### src/rtl/dmb_ctl_pkg.sv
// rtl/dmb_ctl_pkg.sv - shared DMB readout control types, source indices and priority order
package dmb_ctl_pkg;

    typedef enum logic [2:0] {
        ST_IDLE   = 3'd0,
        ST_SELECT = 3'd1,
        ST_READ   = 3'd2,
        ST_GAP    = 3'd3,
        ST_FINISH = 3'd4
    } sched_state_t;

    localparam int NUM_SRC   = 7;
    localparam int SRC_ALCT  = 7;
    localparam int SRC_TMB   = 6;
    localparam int SRC_CFEB1 = 1;
    localparam int SRC_CFEB2 = 2;
    localparam int SRC_CFEB3 = 3;
    localparam int SRC_CFEB4 = 4;
    localparam int SRC_CFEB5 = 5;

    // Source indices from highest to lowest priority, highest in the top field.
    localparam logic [20:0] PRIO_ORDER = {3'(SRC_ALCT), 3'(SRC_TMB), 3'(SRC_CFEB1),
                                          3'(SRC_CFEB2), 3'(SRC_CFEB3), 3'(SRC_CFEB4),
                                          3'(SRC_CFEB5)};

    // Source index holding priority rank r (0 = highest).
    function automatic logic [2:0] prio_src(input int rank);
        return PRIO_ORDER[20 - 3*rank -: 3];
    endfunction

endpackage

### src/rtl/cbnce.sv
// rtl/cbnce.sv - binary counter with clock enable and sync clear, optional triple redundancy
module cbnce #(
    parameter int W   = 12,
    parameter int TMR = 0
) (
    input  logic         clk,
    input  logic         rst,
    input  logic         ce,
    input  logic         clr,
    output logic [W-1:0] q
);

    generate
        if (TMR != 0) begin : g_tmr
            logic [W-1:0] c0, c1, c2, voted;

            assign voted = (c0 & c1) | (c0 & c2) | (c1 & c2);
            assign q     = voted;

            // Each copy reloads from the vote, so a single upset is scrubbed on the next edge.
            always_ff @(posedge clk or posedge rst) begin
                if (rst) begin
                    c0 <= '0;
                    c1 <= '0;
                    c2 <= '0;
                end else if (clr) begin
                    c0 <= '0;
                    c1 <= '0;
                    c2 <= '0;
                end else if (ce) begin
                    c0 <= voted + 1'b1;
                    c1 <= voted + 1'b1;
                    c2 <= voted + 1'b1;
                end else begin
                    c0 <= voted;
                    c1 <= voted;
                    c2 <= voted;
                end
            end
        end else begin : g_single
            // Plain counter.
            always_ff @(posedge clk or posedge rst) begin
                if (rst) begin
                    q <= '0;
                end else if (clr) begin
                    q <= '0;
                end else if (ce) begin
                    q <= q + 1'b1;
                end
            end
        end
    endgenerate

endmodule

### src/rtl/prio_enc7.sv
// rtl/prio_enc7.sv - fixed-priority one-hot picker over the seven DMB sources
module prio_enc7
    import dmb_ctl_pkg::*;
(
    input  logic [7:1] req,
    output logic [7:1] grant
);

    logic found;

    // Walk the priority order and keep the first requesting source.
    always_comb begin
        grant = '0;
        found = 1'b0;
        for (int r = 0; r < NUM_SRC; r++) begin
            if (!found && req[prio_src(r)]) begin
                grant[prio_src(r)] = 1'b1;
                found = 1'b1;
            end
        end
    end

endmodule

### src/rtl/cms_readout_sched.sv
// rtl/cms_readout_sched.sv - per-event DMB source readout scheduler with grant watchdog
module cms_readout_sched
    import dmb_ctl_pkg::*;
#(
    parameter int TMO_W = 12,
    parameter int TMR   = 0
) (
    input  logic       CLKCMS,
    input  logic       pop_rst,
    input  logic       START,
    input  logic [7:1] ACT,
    input  logic [7:1] KILL,
    input  logic [7:1] RDY,
    input  logic       LAST,
    input  logic       HOLD,
    output logic [7:1] GRANT,
    output logic       RDEN,
    output logic       BUSY,
    output logic       DONE,
    output logic [7:1] NOEND,
    output logic [7:1] NODATA
);

    // The counter leaves READ on the edge it first reaches the MSB, so an exact
    // compare against the MSB-only value is the MSB test.
    localparam logic [TMO_W-1:0] TMO_LIMIT = {1'b1, {(TMO_W-1){1'b0}}};

    sched_state_t     state, state_nxt;
    logic [7:1]       pend;
    logic [7:1]       pick;
    logic             seen;
    logic [TMO_W-1:0] cnt;
    logic             cnt_ce, cnt_clr;
    logic             tmo;
    logic             src_rdy;
    logic             rden_c;

    prio_enc7 u_prio (
        .req   (pend),
        .grant (pick)
    );

    cbnce #(.W(TMO_W), .TMR(TMR)) u_wdog (
        .clk (CLKCMS),
        .rst (pop_rst),
        .ce  (cnt_ce),
        .clr (cnt_clr),
        .q   (cnt)
    );

    assign src_rdy = |(GRANT & RDY);
    assign tmo     = (cnt == TMO_LIMIT);
    assign RDEN    = rden_c;
    assign BUSY    = (state != ST_IDLE);
    assign DONE    = (state == ST_FINISH);

    // State register.
    always_ff @(posedge CLKCMS or posedge pop_rst) begin
        if (pop_rst) begin
            state <= ST_IDLE;
        end else begin
            state <= state_nxt;
        end
    end

    // Next state, read strobe and watchdog control.
    always_comb begin
        state_nxt = state;
        rden_c    = 1'b0;
        cnt_ce    = 1'b0;
        cnt_clr   = 1'b0;
        case (state)
            ST_IDLE: begin
                if (START) state_nxt = ST_SELECT;
            end
            ST_SELECT: begin
                cnt_clr   = 1'b1;
                state_nxt = (pend == '0) ? ST_FINISH : ST_READ;
            end
            ST_READ: begin
                rden_c = src_rdy & ~HOLD;
                cnt_ce = ~HOLD;
                if ((rden_c & LAST) | tmo) state_nxt = ST_GAP;
            end
            ST_GAP:    state_nxt = ST_SELECT;
            ST_FINISH: state_nxt = ST_IDLE;
            default:   state_nxt = ST_IDLE;
        endcase
    end

    // Event datapath: pending mask, current grant, ready-seen flag and error flags.
    always_ff @(posedge CLKCMS or posedge pop_rst) begin
        if (pop_rst) begin
            pend   <= '0;
            GRANT  <= '0;
            seen   <= 1'b0;
            NOEND  <= '0;
            NODATA <= '0;
        end else begin
            case (state)
                ST_IDLE: begin
                    if (START) begin
                        pend   <= ACT & ~KILL;
                        NOEND  <= '0;
                        NODATA <= '0;
                    end
                end
                ST_SELECT: begin
                    seen <= 1'b0;
                    if (pend != '0) GRANT <= pick;
                end
                ST_READ: begin
                    if (src_rdy) seen <= 1'b1;
                    if (rden_c && LAST) begin
                        pend  <= pend & ~GRANT;
                        GRANT <= '0;
                    end else if (tmo) begin
                        if (seen) NOEND  <= NOEND | GRANT;
                        else      NODATA <= NODATA | GRANT;
                        pend  <= pend & ~GRANT;
                        GRANT <= '0;
                    end
                end
                default: ;
            endcase
        end
    end

endmodule

### config.mk
export PLATFORM = sky130hd
export DESIGN_NAME = cms_readout_sched
export DESIGN_NICKNAME = d
export VERILOG_FILES = /design/src/rtl/dmb_ctl_pkg.sv /design/src/rtl/cbnce.sv /design/src/rtl/prio_enc7.sv /design/src/rtl/cms_readout_sched.sv
export SDC_FILE = /design/constraint.sdc
export NUM_CORES = 1
export LEC_CHECK = 0
export CAP_MARGIN = 15
export CORE_ASPECT_RATIO = 1.4
export CORE_MARGIN = 2
export CORE_UTILIZATION = 40
export DETAILED_ROUTE_END_ITERATION = 10
export DONT_BUFFER_PORTS = 1
export MAX_ROUTING_LAYER = met4
export SLEW_MARGIN = 20
export SYNTH_ARGS = -nofsm -noshare
export SYNTH_HDL_FRONTEND = slang
export SYNTH_SLANG_ARGS = --single-unit
### constraint.sdc
create_clock -name CLKCMS -period 1.75 [get_ports CLKCMS]
set_input_delay 0.35 -clock CLKCMS [delete_from_list [all_inputs] [get_ports CLKCMS]]
set_output_delay 0.35 -clock CLKCMS [all_outputs]
set_load 0.1 [all_outputs]
==> qor.yml <==
run_status:
  outcome: "finished, violations left"
  violations: "negative setup slack"
yosys:
  avgSynthCellArea_um2: 9.741
  ys.flop_type: "dfrtp_1"
  yosysUniqueCellTypes: 36
  synthCells: 224
  synth_top_area_cell: "dfrtp_1"
  synth_edf_count: 0
  yosys_warnings: 0
  async_reset_ff_share_pct: 100.0
  post_synth_main_area_contributors: "dfrtp_1, nand2_1, o21ai_0"
  synth_top_area_share_pct: 50.46
  syn_nets: 252
  syn-cell-area_um2: 2182
  ys_seq_area_share_pct: 50.46
  synth_seq_cells: 44
drt:
  first_pass_iters: 4
  routedWlPerCell_um: 16.79
  drtIter0Drc: 104
  antenna_left: 0
  wirelength_um: 5927
  via_count: 1946
  drcViolationCount: 0
  via_per_inst: 5.513
layout:
  finalNetCount: 314
  syn_to_final_growth_pct: 44.55
  layout-drive-gt1-share_pct: 44.25
  final_util_pct: 60.24
  diodes: 0
floorplan:
  die_w_um: 66.42
  fp.dieH_um: 91.39
  dieArea_um2: 6070
  rows: 31
  core_um2: 5236
  ioPinCount: 50
  initial_utilization_pct: 41.67
placed_design:
  routabilityCongestion: 0.8251
  hpwl_um: 3894
  port_buffers: 0
pwr:
  internal_power_mw: 2.588
  powerDensity_nw_per_um2: 1399
  power_frac_comb_pct: 49.7
  pwr-share-clk_pct: 18.9
  p_sw_mw: 1.826
  ir_worst_vdd_mv: 0.9503
  cellLeakagePower_nw: 1.402
  power_frac_seq_pct: 31.4
  netSwitchingFraction_pct: 41.36
critical_path:
  crit_fanout: 2
  startpoint_type: "flop"
  cp-end-kind: "primary output"
  worst_ep_required_time_ns: 1.40
  arrival_ns: 1.65
  critPathKind: "reg2out"
sta:
  max_slew_margin_pct: 59.76
  setup_tns_ns: -2.429
  final.period_utilization_pct: 114.4
  setup_violations: 33
  clock_skew_ns: 0.01199
  hold_viol_final: 0
  slew_viol_final: 0
  setup_ws_ns: -0.2526
  max_slew.worst_pin.slew_ns: 0.6023
  rsz0062_at_grt: "true"
  period_needed_ns: 2.003
  max_freq_ghz: 0.4994
clock_network:
  root_buffer: "clkbuf_8"
  tritoncts: "done"
  htree_levels: 2
  clockBufferDepth: 2
  cts_buffers: 5
  insertion_delay_ns: 0.30
  clk_pin_slew_worst_paths_ns: 0.09
  cts_hold_buf: 0
  clkSinkCount: 44
global_routing:
  met1_usage_pct: 26.36
  met2_usage_pct: 35.75
  grt_antenna_before_repair: 0
  use_met3_pct: 4.585
  grt_overflow: 0
  busiest_layer: "met2"
  grt_pass1_wl_um: 9742
  grtUsageTotal_pct: 21.52
  first_global_vias: 1946
  grt_max_degree: 45
flow_run:
  cap_violations: 0
worst_hold_path:
  hold_path_class: "in2async"
flip-flops by register name, summed over array words and instances, names as in the netlist:
| register | flops |
|---|---|
| pend | 7 |
| NOEND | 7 |
| seen | 1 |
| state | 3 |
| NODATA | 7 |
| u_wdog.q | 12 |
| GRANT | 7 |
worst max-delay path: stages, from the launching register on:
cell	delay, ns
dfrtp_4	0.48
a222oi_1	0.40
buf_4	0.20
a31oi_4	0.09
buf_12	0.18
cell usage in the layout (no fill, tap or decap), types with 3 or more instances in the layout:
cell      count
clkbuf_8      6
buf_12        4
a32o_1        5
nor2_1       14
dfrtp_1      35
a22o_1        3
nand3_1       3
inv_1         8
nand2_1      30
o21ai_2      12
nand4_1       4
xnor2_1       8
buf_4        52
nand2b_1     15
dfrtp_2       8
nor4_4        3
buf_6         8
nor3_4        4
o21ai_0       7
a31o_2        8
nor3_1        3
nand3b_1      7
path summary, 6_finish.rpt:
check | from | to | slack (ns) | cells past startpoint
min in group CLKCMS | START | state[0] | 0.27 | 2
hold / removal | pop_rst | NODATA[6] | 0.08 | 2
max in group asynchronous | pop_rst | GRANT[3] | 1.25 | 2
hold reg to reg | NOEND[7] | NOEND[7] | 0.49 | 2
setup reg to reg | GRANT[3] | NOEND[1] | -0.12 | 6
setup / recovery | GRANT[3] | RDEN | -0.25 | 4
final cells by class:
type / count / area [um2]
repair buffers: 64 / 560.5
multi-input cells: 162 / 1241
well taps: 66 / 82.58
flip-flops and latches: 44 / 1115
clock buffers: 6 / 82.58
clock inverters: 2 / 38.79
fillers: 446 / 2082
inverters: 9 / 33.78
Yosys cell counts (2+ instances only):
master / n
dfrtp_1: 44
nand2_1: 30
o21ai_0: 21
nand2b_1: 15
nor2_1: 15
inv_1: 9
a31o_2: 8
nor3_1: 8
xnor2_1: 8
nand3b_1: 7
nor4_1: 6
a32o_1: 5
clkbuf_1: 5
nand3_1: 4
nand4_1: 4
a21oi_1: 3
a22o_1: 3
a31oi_1: 3
buf_6: 3
a22oi_1: 2
ha_1: 2
nor2_2: 2
nor3b_1: 2
nor4b_1: 2
or3b_2: 2
logic make-up after synthesis:
family | share of synthesized area, %
flip-flops | 50.46
AND/OR/NAND/NOR | 24.20
adder cells (fa/ha/maj) | 1.147
XOR/XNOR | 3.613
AO/OA/AOI/OAI | 15.83
multiplexers | 0.4587
buffers and inverters | 4.300
metrics by stage:
stage / setup WS, ns / cell area (um2) / cells / hold WS [ns] / power, mW
2_1_floorplan: -0.3357 / 2240 / 224 / 0.4689 / 2.668
3_3_place_gp: -0.1244 / 2691 / 335 / 0.4214 / 3.183
3_5_place_dp: -0.1377 / 2691 / 335 / 0.4219 / 3.212
4_1_cts: -0.2574 / 3013 / 350 / 0.1047 / 4.269
5_1_grt: -0.3123 / 3154 / 353 / 0.1522 / 4.677
6_report: -0.2526 / 3154 / 353 / 0.08214 / 4.414
per-layer routing:
metal  vias to the layer above  routed length (um)
met2                        50                3225
met5                         -                   0
li1                        924                   -
met4                         0                  83
met3                         6                 256
met1                       966                2362
power groups by stage:
stage | Clock, mW | Sequential, mW | Combinational [mW]
after floorplan | 0 | 1.65 | 1.02
after global placement | 0 | 1.39 | 1.80
after detailed placement | 0 | 1.39 | 1.82
after CTS | 0.837 | 1.38 | 2.06
after global routing | 0.883 | 1.42 | 2.37
final | 0.834 | 1.39 | 2.19
repair_timing:
item                                    4_1_cts  5_1_grt
cloned                                        1        0
pin swaps                                     8       15
endpoints found under the setup margin       35       41
resized for setup                            28       28
setup buffers                                 6        5
(Power assumes the default switching activity.)
==> RTL change 1: new RTL, same flow settings <==
`TMR` is set to 0 in 2 places; all go to 1.
--- a/src/rtl/cbnce.sv
+++ b/src/rtl/cbnce.sv
@@ -1,7 +1,7 @@
 // rtl/cbnce.sv - binary counter with clock enable and sync clear, optional triple redundancy
 module cbnce #(
     parameter int W   = 12,
-    parameter int TMR = 0
+    parameter int TMR = 1
 ) (
     input  logic         clk,
     input  logic         rst,
--- a/src/rtl/cms_readout_sched.sv
+++ b/src/rtl/cms_readout_sched.sv
@@ -3,7 +3,7 @@
     import dmb_ctl_pkg::*;
 #(
     parameter int TMO_W = 12,
-    parameter int TMR   = 0
+    parameter int TMR   = 1
 ) (
     input  logic       CLKCMS,
     input  logic       pop_rst,
Behaviour: no difference found for any inputs over 10 cycles, from zero or initial values and one cycle with pop_rst high; that may be too few to reach the edited logic, so the function may still have changed.
==> RTL change 1 against the unedited design <==
  * Setup slack better by 0.048 ns
  * Global-route usage increased by 0.75 points
  * The flow still finishes with violations (negative setup slack)
  * Total power increased by 27%
  * Sequential cell count unchanged
  * Area after synthesis is 1.7% higher
  * Design area grew 11%
  * Routed wire length increased by 12%
  * Non-clock buffer count increased by 22
==> RTL change 1: results (changes against the unedited design) <==
run status complete, but fails checks; violations in the final reports negative setup slack; mean cell area of the mapped netlist 10.9 µm² (+12%); instance area at placement 0.00292 mm² (+8.6%); worst-path cell with the longest stage delay or4b_4; Unique masters post-synth 44 (+22%); power share of the clock group 13.8% (-5.1 points); first-iteration detailed-routing DRC count 141 (+36%); worst r2r dst GRANT[3]; R2R Setup Slk -0.18 ns (-0.06 ns); delay of the slowest cell on the worst path 0.54 ns (+0.06 ns); proportion of synthesized area in mux cells 4.74% (+4.3 points); # fillers 425 (-4.7%); worst endpoint data arrival time 1.60 ns (-0.05 ns); reg-to-reg startpoint u_wdog.g_tmr.c2[0]; class of the tightest hold or removal check primary input to flip-flop; Post-Synth XOR/XNOR Area 1.58% (-2.0 points); total nets after synthesis 232 (-7.9%); Final Skew 0.00927 ns (-0.00272 ns); NumNets Final 316 (+0.64%); post-synthesis compound-gate area fraction 21.1% (+5.3 points); Hold Worst Slack 0.145 ns (+0.0633 ns); final count of negative-setup-slack endpoints 33 (unchanged); leakage power of the design 0.00158 µW (+12%); number of search-and-repair iterations in the first detailed-routing pass 4 (unchanged); placement-stage worst setup slack -0.296 ns (-0.159 ns); dpl hpwl 4.60 mm (+18%); post-layout worst setup margin -0.205 ns (+0.0479 ns); share of layout cells above drive strength 1 49.1% (+4.9 points); Adder-Cell Fraction of Synth Area 1.13% (-0.019 points); per-cell via count in the routed design 5.60 (+1.6%); via count of the first global-routing pass 2,097 (+7.8%); overall track demand over capacity in global routing 22.3% (+0.75 points); Psw 2540 µW (+39%); setup_tns -2.39 ns (+0.0378 ns); worst slew slack as a fraction of its limit 67.9% (+8.2 points); number of cells in the design after placement 337 (+0.60%); wire length of the first global-routing pass 10.2 mm (+4.5%); peak ir drop on the vdd network 0.618 mV (-35%); sequential share of the synthesized area 49.6% (-0.83 points); number of standard cells in the final layout excluding fillers 357 (+1.1%); top post-synthesis cells by area dfrtp_1, a22o_1, mux2i_1; top cells by instance count after synthesis dfrtp_1, inv_1, a22o_1, mux2i_1, nor2_1; Routability Congestion 0.781 (-5.3%); delay-heaviest family, CP simple AND/OR/NAND/NOR gates; average wire per cell in the routed design 18.6 µm (+11%); largest reg by FF count u_wdog.g_tmr.c2
[RTL change 1: changes by cell type in the layout (fill, tap and decap cells not counted), moves of 7 or more]
cell	unedited run	this run
a22o_1	3	14
a31o_2	8	0
buf_4	52	69
inv_1	8	18
mux2i_1	1	9
nand2_1	30	7
nand2b_1	15	2
nand3b_1	7	0
nor2_1	14	7
o21ai_2	12	0
[RTL change 1: worst max path at each step]
stage / to / depth (start not counted) / startpoint
detailed placement: pend[6] / 7 / u_wdog.g_tmr.c2[1]
global placement: pend[6] / 7 / u_wdog.g_tmr.c2[1]
floorplan: GRANT[3] / 4 / GRANT[2]
CTS: RDEN / 3 / state[0]
global route: GRANT[3] / 7 / u_wdog.g_tmr.c2[0]
finish: RDEN / 3 / state[0]
[RTL change 1: area by class of cell]
class	instances	area [µm²]	share of cell area [%]
multi-input cells	129	1350	38.7
flip-flops and latches	44	1110	31.9
repair buffers	86	747	21.4
inverters	22	85.1	2.44
well taps	68	85.1	2.44
clock buffers	6	72.6	2.08
clock inverters	2	35.0	1.00
[RTL change 1: timing repair]
item | 4_1_cts | 5_1_grt
hold buffers | 1 | 0
pin swaps | 13 | 14
setup endpoints to repair | 34 | 41
endpoints found under the hold margin | 44 | 0
setup buffers | 7 | 5
resized for setup | 35 | 29
[RTL change 1: per-layer routing]
layer  share of wire, %  global-route usage (%)  vias up
met5                  0                       -        -
met1                 37                    23.3      988
met2                 56                    40.6       53
met3                5.0                    4.17        9
li1                   -                       -      950
met4                1.4                    7.65        0
[RTL change 1: power by group through the flow]
stage	sequential, µW	clock, µW	combinational (µW)
2_1_floorplan	1850	0	1210
3_3_place_gp	1350	0	2680
3_5_place_dp	1360	0	2690
4_1_cts	1340	776	3080
5_1_grt	1360	826	3680
6_report	1350	774	3490
==> RTL change 2: new RTL, config.mk and constraints unchanged <==
Made on the original files. The 5 states of `sched_state_t` get a one-hot encoding in 5 bits.
--- a/src/rtl/dmb_ctl_pkg.sv
+++ b/src/rtl/dmb_ctl_pkg.sv
@@ -1,12 +1,12 @@
 // rtl/dmb_ctl_pkg.sv - shared DMB readout control types, source indices and priority order
 package dmb_ctl_pkg;
 
-    typedef enum logic [2:0] {
-        ST_IDLE   = 3'd0,
-        ST_SELECT = 3'd1,
-        ST_READ   = 3'd2,
-        ST_GAP    = 3'd3,
-        ST_FINISH = 3'd4
+    typedef enum logic [4:0] {
+        ST_IDLE   = 5'b00001,
+        ST_SELECT = 5'b00010,
+        ST_READ   = 5'b00100,
+        ST_GAP    = 5'b01000,
+        ST_FINISH = 5'b10000
     } sched_state_t;
 
     localparam int NUM_SRC   = 7;
Check against the original RTL: same outputs for any inputs over 10 cycles, from zero or initial values and one cycle with pop_rst high; not proved beyond that.
==> RTL change 2 against the unedited design <==
  * Cell count is 9.3% higher
  * Maximum frequency is 6.1% lower
  * Sequential cell count is 2 higher
  * Design area is 12% higher
  * The run still ends with negative setup slack left
  * Largest cell class unchanged
  * Setup slack worse by 0.13 ns
  * Synthesized cell count is 5.8% higher
  * Area after synthesis is 7.4% higher
  * Hold slack better by 0.12 ns
  * Routed wire length is 11% higher
Power is not compared: it rests on default switching activity, and its combinational part moved more than twofold at a synthesized area within 25%.
==> RTL change 2: results (changes against the unedited design) <==
clk_lat worst skew 0.30 ns (about the same); worst r2r dst GRANT[5]; grt met2 use 42.1% (+6.3 points); class of the tightest hold or removal check primary input to flip-flop; placement-stage worst setup slack -0.254 ns (-0.116 ns); NumNets Final 343 (+9.2%); number of cells in the design after placement 366 (+9.3%); R2R Setup Slk -0.35 ns (-0.23 ns); Hold Worst Slack 0.206 ns (+0.124 ns); max layer used met4; initial antenna violation count 0 (unchanged); pin count of the biggest net entering global routing 27 (-40%); deepest clock path buffer count 2 (unchanged); number of search-and-repair iterations in the first detailed-routing pass 5 (+1); violations in the final reports negative setup slack; global routing met3 resource utilization 4.29% (-0.29 points); Unique masters post-synth 51 (+42%); prevailing post-synth register cell dfrtp_1; top cells by instance count after synthesis dfrtp_1, nand2_1, nor2_1, inv_1, o21ai_0; total nets after synthesis 265 (+5.2%); Adder-Cell Fraction of Synth Area 1.07% (-0.079 points); worst endpoint data arrival time 1.78 ns (+0.13 ns); share of layout cells above drive strength 1 46.5% (+2.3 points); mean cell area of the mapped netlist 9.89 µm² (+1.5%); Final Skew 0.0117 ns (-0.000318 ns); met3 wire length 309 µm (+21%); via count of the first global-routing pass 2,257 (+16%); WL final 6.56 mm (+11%); cell count of the worst hold path 1; run status complete, but fails checks; beginning of the worst hold path ACT[6]; setup_tns -7.07 ns (-4.64 ns); Post-Synth XOR/XNOR Area 3.74% (+0.12 points); cts bufs inserted 5 (unchanged); worst slew slack as a fraction of its limit 64.0% (+4.2 points); reg-to-reg startpoint GRANT[2]; delay-heaviest family, CP flip-flops; top post-synthesis cells by area dfrtp_1, nand2_1, a32o_1; clock transition at the registers of the reported paths 0.10 ns; sum of met2 wire segment lengths after detailed routing 3.73 mm (+16%); wire length of the first global-routing pass 10.8 mm (+11%); share of async-settable or async-resettable flops after synthesis 100% (unchanged); first-iteration detailed-routing DRC count 99 (-4.8%); dpl hpwl 4.79 mm (+23%); final count of negative-setup-slack endpoints 35 (+6.1%); proportion of synthesized area in mux cells 2.83% (+2.4 points); Clock Tree Root clkbuf_8; Reg2Reg Depth 7 (+1); wire length on met1 2.40 mm (+1.6%); overall track demand over capacity in global routing 23.1% (+1.6 points); critical path peak fanout 2 (unchanged); post-synthesis compound-gate area fraction 16.7% (+0.83 points); instance area at placement 0.00306 mm² (+14%); per-cell via count in the routed design 5.47 (-0.84%); post-layout worst setup margin -0.383 ns (-0.131 ns); grt met1 use 24.6% (-1.7 points); Routability Congestion 0.856 (+3.8%); sequential share of the synthesized area 49.2% (-1.3 points); largest reg by FF count u_wdog.q; number of standard cells in the final layout excluding fillers 386 (+9.3%)
## RTL change 2: cell count changes after synthesis, moves of 5 or more
cell / delta
o21ai_0: -12
o211ai_1: +8
nand2b_1: -10
and2_1: +8
nand3b_1: -7
a31o_2: -8
inv_1: +6
and3_1: +5
## RTL change 2: logic make-up (layout without fill, tap and decap cells)
group,Yosys count,after routing
AO/OA/AOI/OAI,51,51
AND/OR/NAND/NOR,99,99
XOR/XNOR,10,10
adder cells (fa/ha/maj),2,2
flip-flops,46,46
buffers and inverters,23,102
multiplexers,6,6
## RTL change 2: worst max path at each step
stage,start,end,slack (ns),cells after the start
3_3_place_gp,GRANT[7],NODATA[2],-0.20,6
5_1_grt,GRANT[2],RDEN,-0.43,5
6_report,GRANT[2],RDEN,-0.38,5
2_1_floorplan,GRANT[2],GRANT[1],-0.24,5
4_1_cts,GRANT[2],RDEN,-0.36,5
3_5_place_dp,GRANT[7],NODATA[2],-0.25,6
## RTL change 2: what timing repair did
action | in CTS | in global routing
gates resized for setup | 41 | 23
endpoints found under the hold margin | 20 | 0
pin swaps | 29 | 21
gates cloned | 0 | 0
hold buffers | 1 | 0
endpoints found under the setup margin | 35 | 43
setup buffers | 6 | 5
## RTL change 2: cell type report
type                            count  area [µm²]
Inverter                           15        56.3
Timing Repair Buffer               79         744
Clock inverter                      3        43.8
Fill cell                         470        2210
Clock buffer                        5        68.8
Sequential cell                    46        1180
Tap cell                           70        87.6
Multi-Input combinational cell    168        1350
## RTL change 2: power by group through the flow
stage / clock [µW] / sequential, µW / combinational, µW
after CTS: 839 / 1550 / 4290
after detailed placement: 0 / 1570 / 3810
after global routing: 881 / 1590 / 4910
after floorplan: 0 / 2700 / 1450
after global placement: 0 / 1570 / 3770
final: 813 / 1560 / 4650
